**src/rtl/acondicionador_botones_if.sv**
```systemverilog
// Pushbutton bundle: raw active-low buttons in, conditioned active-low pulses
// and debounced held state out.
interface acondicionador_botones_if;
  logic [3:0] btn_n;
  logic       incrementar;
  logic       decrementar;
  logic       cambiar;
  logic       establecer;
  logic [3:0] pressed;

  modport master (
    output btn_n,
    input  incrementar, decrementar, cambiar, establecer, pressed
  );

  modport slave (
    input  btn_n,
    output incrementar, decrementar, cambiar, establecer, pressed
  );
endinterface

```
**src/rtl/acondicionador_botones.sv**
```systemverilog
// Button conditioner: synchronizes and debounces four raw buttons, emits one
// press pulse per accepted press and auto-repeats incrementar/decrementar.
module acondicionador_botones #(
  parameter int DEBOUNCE_CYCLES = 4,
  parameter int HOLD_CYCLES     = 8,
  parameter int REPEAT_CYCLES   = 3
) (
  input logic                     clk,
  input logic                     reset,
  acondicionador_botones_if.slave bus
);

  localparam int DB_W     = (DEBOUNCE_CYCLES > 1) ? $clog2(DEBOUNCE_CYCLES + 1) : 1;
  // Spacings below 2 would let consecutive pulses merge into one low level.
  localparam int HOLD_EFF = (HOLD_CYCLES   < 2) ? 2 : HOLD_CYCLES;
  localparam int REP_EFF  = (REPEAT_CYCLES < 2) ? 2 : REPEAT_CYCLES;
  localparam int TMAX     = (HOLD_EFF > REP_EFF) ? HOLD_EFF : REP_EFF;
  localparam int TW       = $clog2(TMAX + 1);

  typedef enum logic [1:0] {
    IDLE   = 2'd0,
    HOLD   = 2'd1,
    REPEAT = 2'd2
  } rep_state_e;

  logic [3:0]      sync1_q;
  logic [3:0]      sync2_q;
  logic [DB_W-1:0] cnt_q [4];
  logic [DB_W-1:0] cnt_d [4];
  logic [3:0]      stable_q;
  logic [3:0]      stable_d;
  logic [3:0]      prev_q;
  logic [3:0]      press_s;
  logic            both_s;
  rep_state_e      state_q [2];
  logic [TW-1:0]   tmr_q [2];
  logic [1:0]      rep_n_q;
  logic [1:0]      sel_n_q;

  function automatic logic [TW-1:0] sat_inc(input logic [TW-1:0] v);
    sat_inc = (v == TW'(TMAX)) ? v : v + TW'(1);
  endfunction

  assign press_s = stable_q & ~prev_q;
  assign both_s  = stable_q[0] & stable_q[1];

  // Debounce: a level different from the stable state must persist to be accepted
  always_comb begin
    for (int b = 0; b < 4; b++) begin
      if (sync2_q[b] == stable_q[b]) begin
        if (cnt_q[b] == DB_W'(DEBOUNCE_CYCLES - 1)) begin
          cnt_d[b]    = '0;
          stable_d[b] = ~stable_q[b];
        end else begin
          cnt_d[b]    = cnt_q[b] + DB_W'(1);
          stable_d[b] = stable_q[b];
        end
      end else begin
        cnt_d[b]    = '0;
        stable_d[b] = stable_q[b];
      end
    end
  end

  // Synchronizer, debounce state and press-edge history
  always_ff @(posedge clk) begin
    if (reset) begin
      sync1_q  <= 4'hF;
      sync2_q  <= 4'hF;
      stable_q <= 4'h0;
      prev_q   <= 4'h0;
      for (int b = 0; b < 4; b++) begin
        cnt_q[b] <= '0;
      end
    end else begin
      sync1_q  <= bus.btn_n;
      sync2_q  <= sync1_q;
      stable_q <= stable_d;
      prev_q   <= stable_q;
      for (int b = 0; b < 4; b++) begin
        cnt_q[b] <= cnt_d[b];
      end
    end
  end

  // Press-only pulses for cambiar and establecer
  always_ff @(posedge clk) begin
    if (reset) begin
      sel_n_q <= 2'b11;
    end else begin
      sel_n_q <= ~press_s[3:2];
    end
  end

  // Repeat FSMs for incrementar/decrementar; holding both silences and re-arms them
  always_ff @(posedge clk) begin
    if (reset) begin
      rep_n_q <= 2'b11;
      for (int i = 0; i < 2; i++) begin
        state_q[i] <= IDLE;
        tmr_q[i]   <= '0;
      end
    end else begin
      for (int i = 0; i < 2; i++) begin
        rep_n_q[i] <= 1'b1;
        if (!stable_q[i]) begin
          state_q[i] <= IDLE;
          tmr_q[i]   <= '0;
        end else if (both_s) begin
          state_q[i] <= HOLD;
          tmr_q[i]   <= '0;
        end else begin
          case (state_q[i])
            IDLE: begin
              if (press_s[i]) begin
                rep_n_q[i] <= 1'b0;
                state_q[i] <= HOLD;
                tmr_q[i]   <= '0;
              end else begin
                state_q[i] <= IDLE;
                tmr_q[i]   <= '0;
              end
            end
            HOLD: begin
              if (tmr_q[i] == TW'(HOLD_EFF - 1)) begin
                rep_n_q[i] <= 1'b0;
                state_q[i] <= REPEAT;
                tmr_q[i]   <= '0;
              end else begin
                tmr_q[i] <= sat_inc(tmr_q[i]);
              end
            end
            REPEAT: begin
              if (tmr_q[i] == TW'(REP_EFF - 1)) begin
                rep_n_q[i] <= 1'b0;
                tmr_q[i]   <= '0;
              end else begin
                tmr_q[i] <= sat_inc(tmr_q[i]);
              end
            end
            default: begin
              state_q[i] <= IDLE;
              tmr_q[i]   <= '0;
            end
          endcase
        end
      end
    end
  end

  assign bus.incrementar = rep_n_q[0];
  assign bus.decrementar = rep_n_q[1];
  assign bus.cambiar     = sel_n_q[0];
  assign bus.establecer  = sel_n_q[1];
  assign bus.pressed     = stable_q;

endmodule
```
**src/flat_wrapper.sv**
```systemverilog
// flat-port wrapper written by rule: the top's interface ports become plain ports
module acondicionador_botones_flat 
#(
  parameter int DEBOUNCE_CYCLES = 4,
  parameter int HOLD_CYCLES     = 8,
  parameter int REPEAT_CYCLES   = 3
)
  (clk, reset, bus_btn_n, bus_incrementar, bus_decrementar, bus_cambiar, bus_establecer, bus_pressed);
  acondicionador_botones_if bus_i ();
  input logic clk;
  input logic reset;
  input wire logic [$bits(bus_i.btn_n)-1:0] bus_btn_n;
  output wire logic [$bits(bus_i.incrementar)-1:0] bus_incrementar;
  output wire logic [$bits(bus_i.decrementar)-1:0] bus_decrementar;
  output wire logic [$bits(bus_i.cambiar)-1:0] bus_cambiar;
  output wire logic [$bits(bus_i.establecer)-1:0] bus_establecer;
  output wire logic [$bits(bus_i.pressed)-1:0] bus_pressed;
  assign bus_i.btn_n = bus_btn_n;
  assign bus_incrementar = bus_i.incrementar;
  assign bus_decrementar = bus_i.decrementar;
  assign bus_cambiar = bus_i.cambiar;
  assign bus_establecer = bus_i.establecer;
  assign bus_pressed = bus_i.pressed;
  acondicionador_botones #(.DEBOUNCE_CYCLES(DEBOUNCE_CYCLES), .HOLD_CYCLES(HOLD_CYCLES), .REPEAT_CYCLES(REPEAT_CYCLES)) u_core (.clk(clk), .reset(reset), .bus(bus_i));
endmodule
```
**config.mk**
```make
export PLATFORM = sky130hd
export DESIGN_NAME = acondicionador_botones_flat
export DESIGN_NICKNAME = d
export VERILOG_FILES = /design/src/rtl/acondicionador_botones_if.sv /design/src/rtl/acondicionador_botones.sv /design/src/flat_wrapper.sv
export SDC_FILE = /design/constraint.sdc
export NUM_CORES = 1
export LEC_CHECK = 0
export CAP_MARGIN = 20
export CORE_MARGIN = 2
export CORE_UTILIZATION = 55
export DETAILED_ROUTE_END_ITERATION = 8
export PLACE_DENSITY = 0.81
export SLEW_MARGIN = 20
export SYNTH_ARGS = -nofsm -noshare
export SYNTH_HDL_FRONTEND = slang
export SYNTH_SLANG_ARGS = --single-unit
```
**constraint.sdc**
```tcl
create_clock -name clk -period 2.3 [get_ports clk]
set_clock_uncertainty 0.15 [all_clocks]
set_input_delay 0.46 -clock clk [delete_from_list [all_inputs] [get_ports clk]]
set_output_delay 0.46 -clock clk [all_outputs]
set_load 0.02 [all_outputs]
```
==> results.yml <==
status:
  status: "finished, final reports clean"
route:
  viasPerCell: 4.874
  wl_mm: 2.785
  wl_per_cell_um: 11.28
  route.detailed.drc: 0
  ant_nets: 0
  vias: 1204
  drt_iter0_markers: 48
  dr.pass1.iters: 4
timing:
  rsz0062_at_grt: "false"
  finalWorstPathRequiredPeriod_ps: 2128
  fmax_mhz: 469.9
  fin_hold_ws_ps: 263.2
  setup_ws_ps: 171.9
  setup_viol: 0
  tns_ps: 0
  slew_viol_final: 0
  hold_viol: 0
  min_period_over_period: 0.9253
global_routing:
  antenna_found_initial: 0
  track_usage: 0.1714
  grt_pass1_vias: 1224
  grt_max_degree: 19
  grt_overflow: 0
  grt_pass1_wl_mm: 5.071
finish:
  stdcell_count: 247
  layout_common_cells: "dfxtp_1, nor2_1, inv_1"
  drive_gt1_frac: 0.07463
  layout_commonest_cell: "dfxtp_1"
  nets: 220
  synthToLayoutAreaGrowth_pct: 15.33
  diodes: 0
place:
  hpwl_mm: 2.061
  gp_routability_congestion: 0.7925
  pre_cts_ws_ps: 183.2
  port_buffers: 13
  dp_cells: 239
setup_path:
  arrival_ps: 1520
  slowest_stage: "clkdlybuf4s50_1"
  r2r_cells: 4
  crit_chain: "clkdlybuf4s50_1"
  reg2reg_from: "u_core.tmr_q[1][0]"
  crit_buf_inv: 1
  cp-startpoint: "u_core.bus.pressed[0]"
  worstSetupEndpoint: "bus_pressed[0]"
  critPathKind: "register to output port"
  cp_top_family: "buffers and inverters"
  crit_required_ps: 1690
  r2r_end: "u_core.tmr_q[1][3]"
  endpoint_kind: "output port"
  path_depth: 1
  start_kind: "register"
  r2r_slack_ps: 300
  worst_path_largest_cell_delay_ps: 660
  crit_fanout: 8
pwr:
  p_leak_nw: 0.8216
  switching_power_w: 0.0002665
  power.density_nw_per_um2: 596.2
  cellInternalPower_w: 0.001013
  clkPwrFrac: 0.328
  seqPwrFrac: 0.638
  switching_share: 0.2083
  peakVddDrop_mv: 0.4619
  power.total_w: 0.001279
  p_comb_frac: 0.034
cts:
  cts-buffers-inserted: 5
  holdBufCountCts: 0
  clkSinkCount: 44
  path_clk_slew_ps: 130
  cts_tree: "yes"
  cts_buffer_depth: 2
  cts_resized: 0
  cts_root_buffer: "clkbuf_4"
  post_cts_buffers: 0
  clkLatencyLatePin_ps: 350
  htreeDepth: 2
synthesis:
  syn_inst: 175
  syn_area_um2: 1861
  synth-seq-cells: 44
  synth_area_per_cell_um2: 10.63
  yosysSeqAreaShare: 0.5380
  ys.warnings.count: 0
  ys_types: 34
die:
  die_y_um: 62.16
  core_um2: 3284
  start_util: 0.5665
  die_area_um2: 3864
  rows: 21
  die_w_um: 62.16
  num_io_pins: 14
min_path:
  hold_path.class: "register to register"
job:
  maxCapViolCount: 0
## stage by stage
stage	utilization	area, µm²
2_1_floorplan	-	1887
3_3_place_gp	0.6305	2071
3_5_place_dp	0.6305	2071
4_1_cts	0.6533	2146
5_1_grt	0.6533	2146
6_report	0.6533	2146
## metal layers
layer	wire (µm)	GRT usage	vias to the layer above
met3	123	0.06703	2
met5	0	0	-
met1	1106	0.1734	547
li1	-	-	632
met2	1534	0.3098	23
met4	20	0.07778	0
## sequential cells by signal (all words and copies together) (netlist names)
register,count
u_core.rep_n_q,2
u_core.bus.pressed,4
u_core.prev_q,4
u_core.cnt_q,12
u_core.tmr_q,8
u_core.sync1_q,4
u_core.sel_n_q,2
u_core.sync2_q,4
u_core.state_q,4
## synth_stat cells
cell type	count	area share
clkbuf_1	3	0.0061
nor3_2	3	0.016
dfxtp_1	32	0.34
or4b_4	1	0.0074
nand3b_1	5	0.020
nor4_1	1	0.0034
a211oi_1	5	0.020
nand2_1	5	0.010
o21ai_0	1	0.0027
nand4_1	1	0.0034
nand3_1	3	0.0081
nor3_1	4	0.011
conb_1	1	0.0020
a31oi_1	1	0.0034
nor2_1	21	0.042
edfxtp_1	12	0.19
a22oi_1	1	0.0040
or2_1	9	0.030
a21oi_1	2	0.0054
or2b_1	1	0.0040
nor3b_1	2	0.0081
a211oi_2	1	0.0067
nor2b_1	6	0.020
o21a_1	1	0.0040
ha_1	14	0.094
xor2_1	5	0.024
o21ai_1	1	0.0027
and4bb_1	2	0.013
or3b_1	2	0.0094
inv_2	1	0.0020
inv_1	15	0.030
xnor2_1	3	0.014
or3_1	4	0.013
nand2b_1	6	0.020
## cell type report
type	count	area, µm²
multi-input cells	119	814.5
clock buffers	6	62.56
well taps	46	57.56
flip-flops and latches	44	1001
inverters	16	60.06
repair buffers	14	137.6
fillers	255	1139
clock inverters	2	12.51
## power groups by stage
stage | clock network [W] | logic [W] | registers, W
after floorplan | 0 | 0.0000285 | 0.000832
after global placement | 0 | 0.0000408 | 0.000833
after detailed placement | 0 | 0.0000432 | 0.000834
after CTS | 0.000439 | 0.0000435 | 0.000817
after global routing | 0.000481 | 0.0000505 | 0.000819
final | 0.000420 | 0.0000433 | 0.000816
## worst register-to-register path: cells and delay by family, from the launching register on
family        cells  cell delay (ps)
fa+ha+maj         1              280
flops             1              470
simple gates      3              970
## how the worst min path moves through the flow
stage / startpoint / endpoint / slack, ps / cells past startpoint
floorplan: u_core.sync1_q[0] / u_core.sync2_q[0] / 230 / 1
global placement: u_core.sync1_q[3] / u_core.sync2_q[3] / 240 / 1
detailed placement: u_core.sync1_q[1] / u_core.sync2_q[1] / 240 / 1
CTS: u_core.sync1_q[2] / u_core.sync2_q[2] / 270 / 1
global route: u_core.sync1_q[2] / u_core.sync2_q[2] / 290 / 1
finish: u_core.sync1_q[2] / u_core.sync2_q[2] / 260 / 1
## logic make-up after synthesis
logic type               synth area share
XOR/XNOR                          0.03766
AO/OA/AOI/OAI                     0.04909
other                            0.002016
AND/OR/NAND/NOR                    0.2408
adder cells (fa/ha/maj)           0.09415
buffers and inverters             0.03833
flip-flops                         0.5380
(Power assumes the default switching activity.)
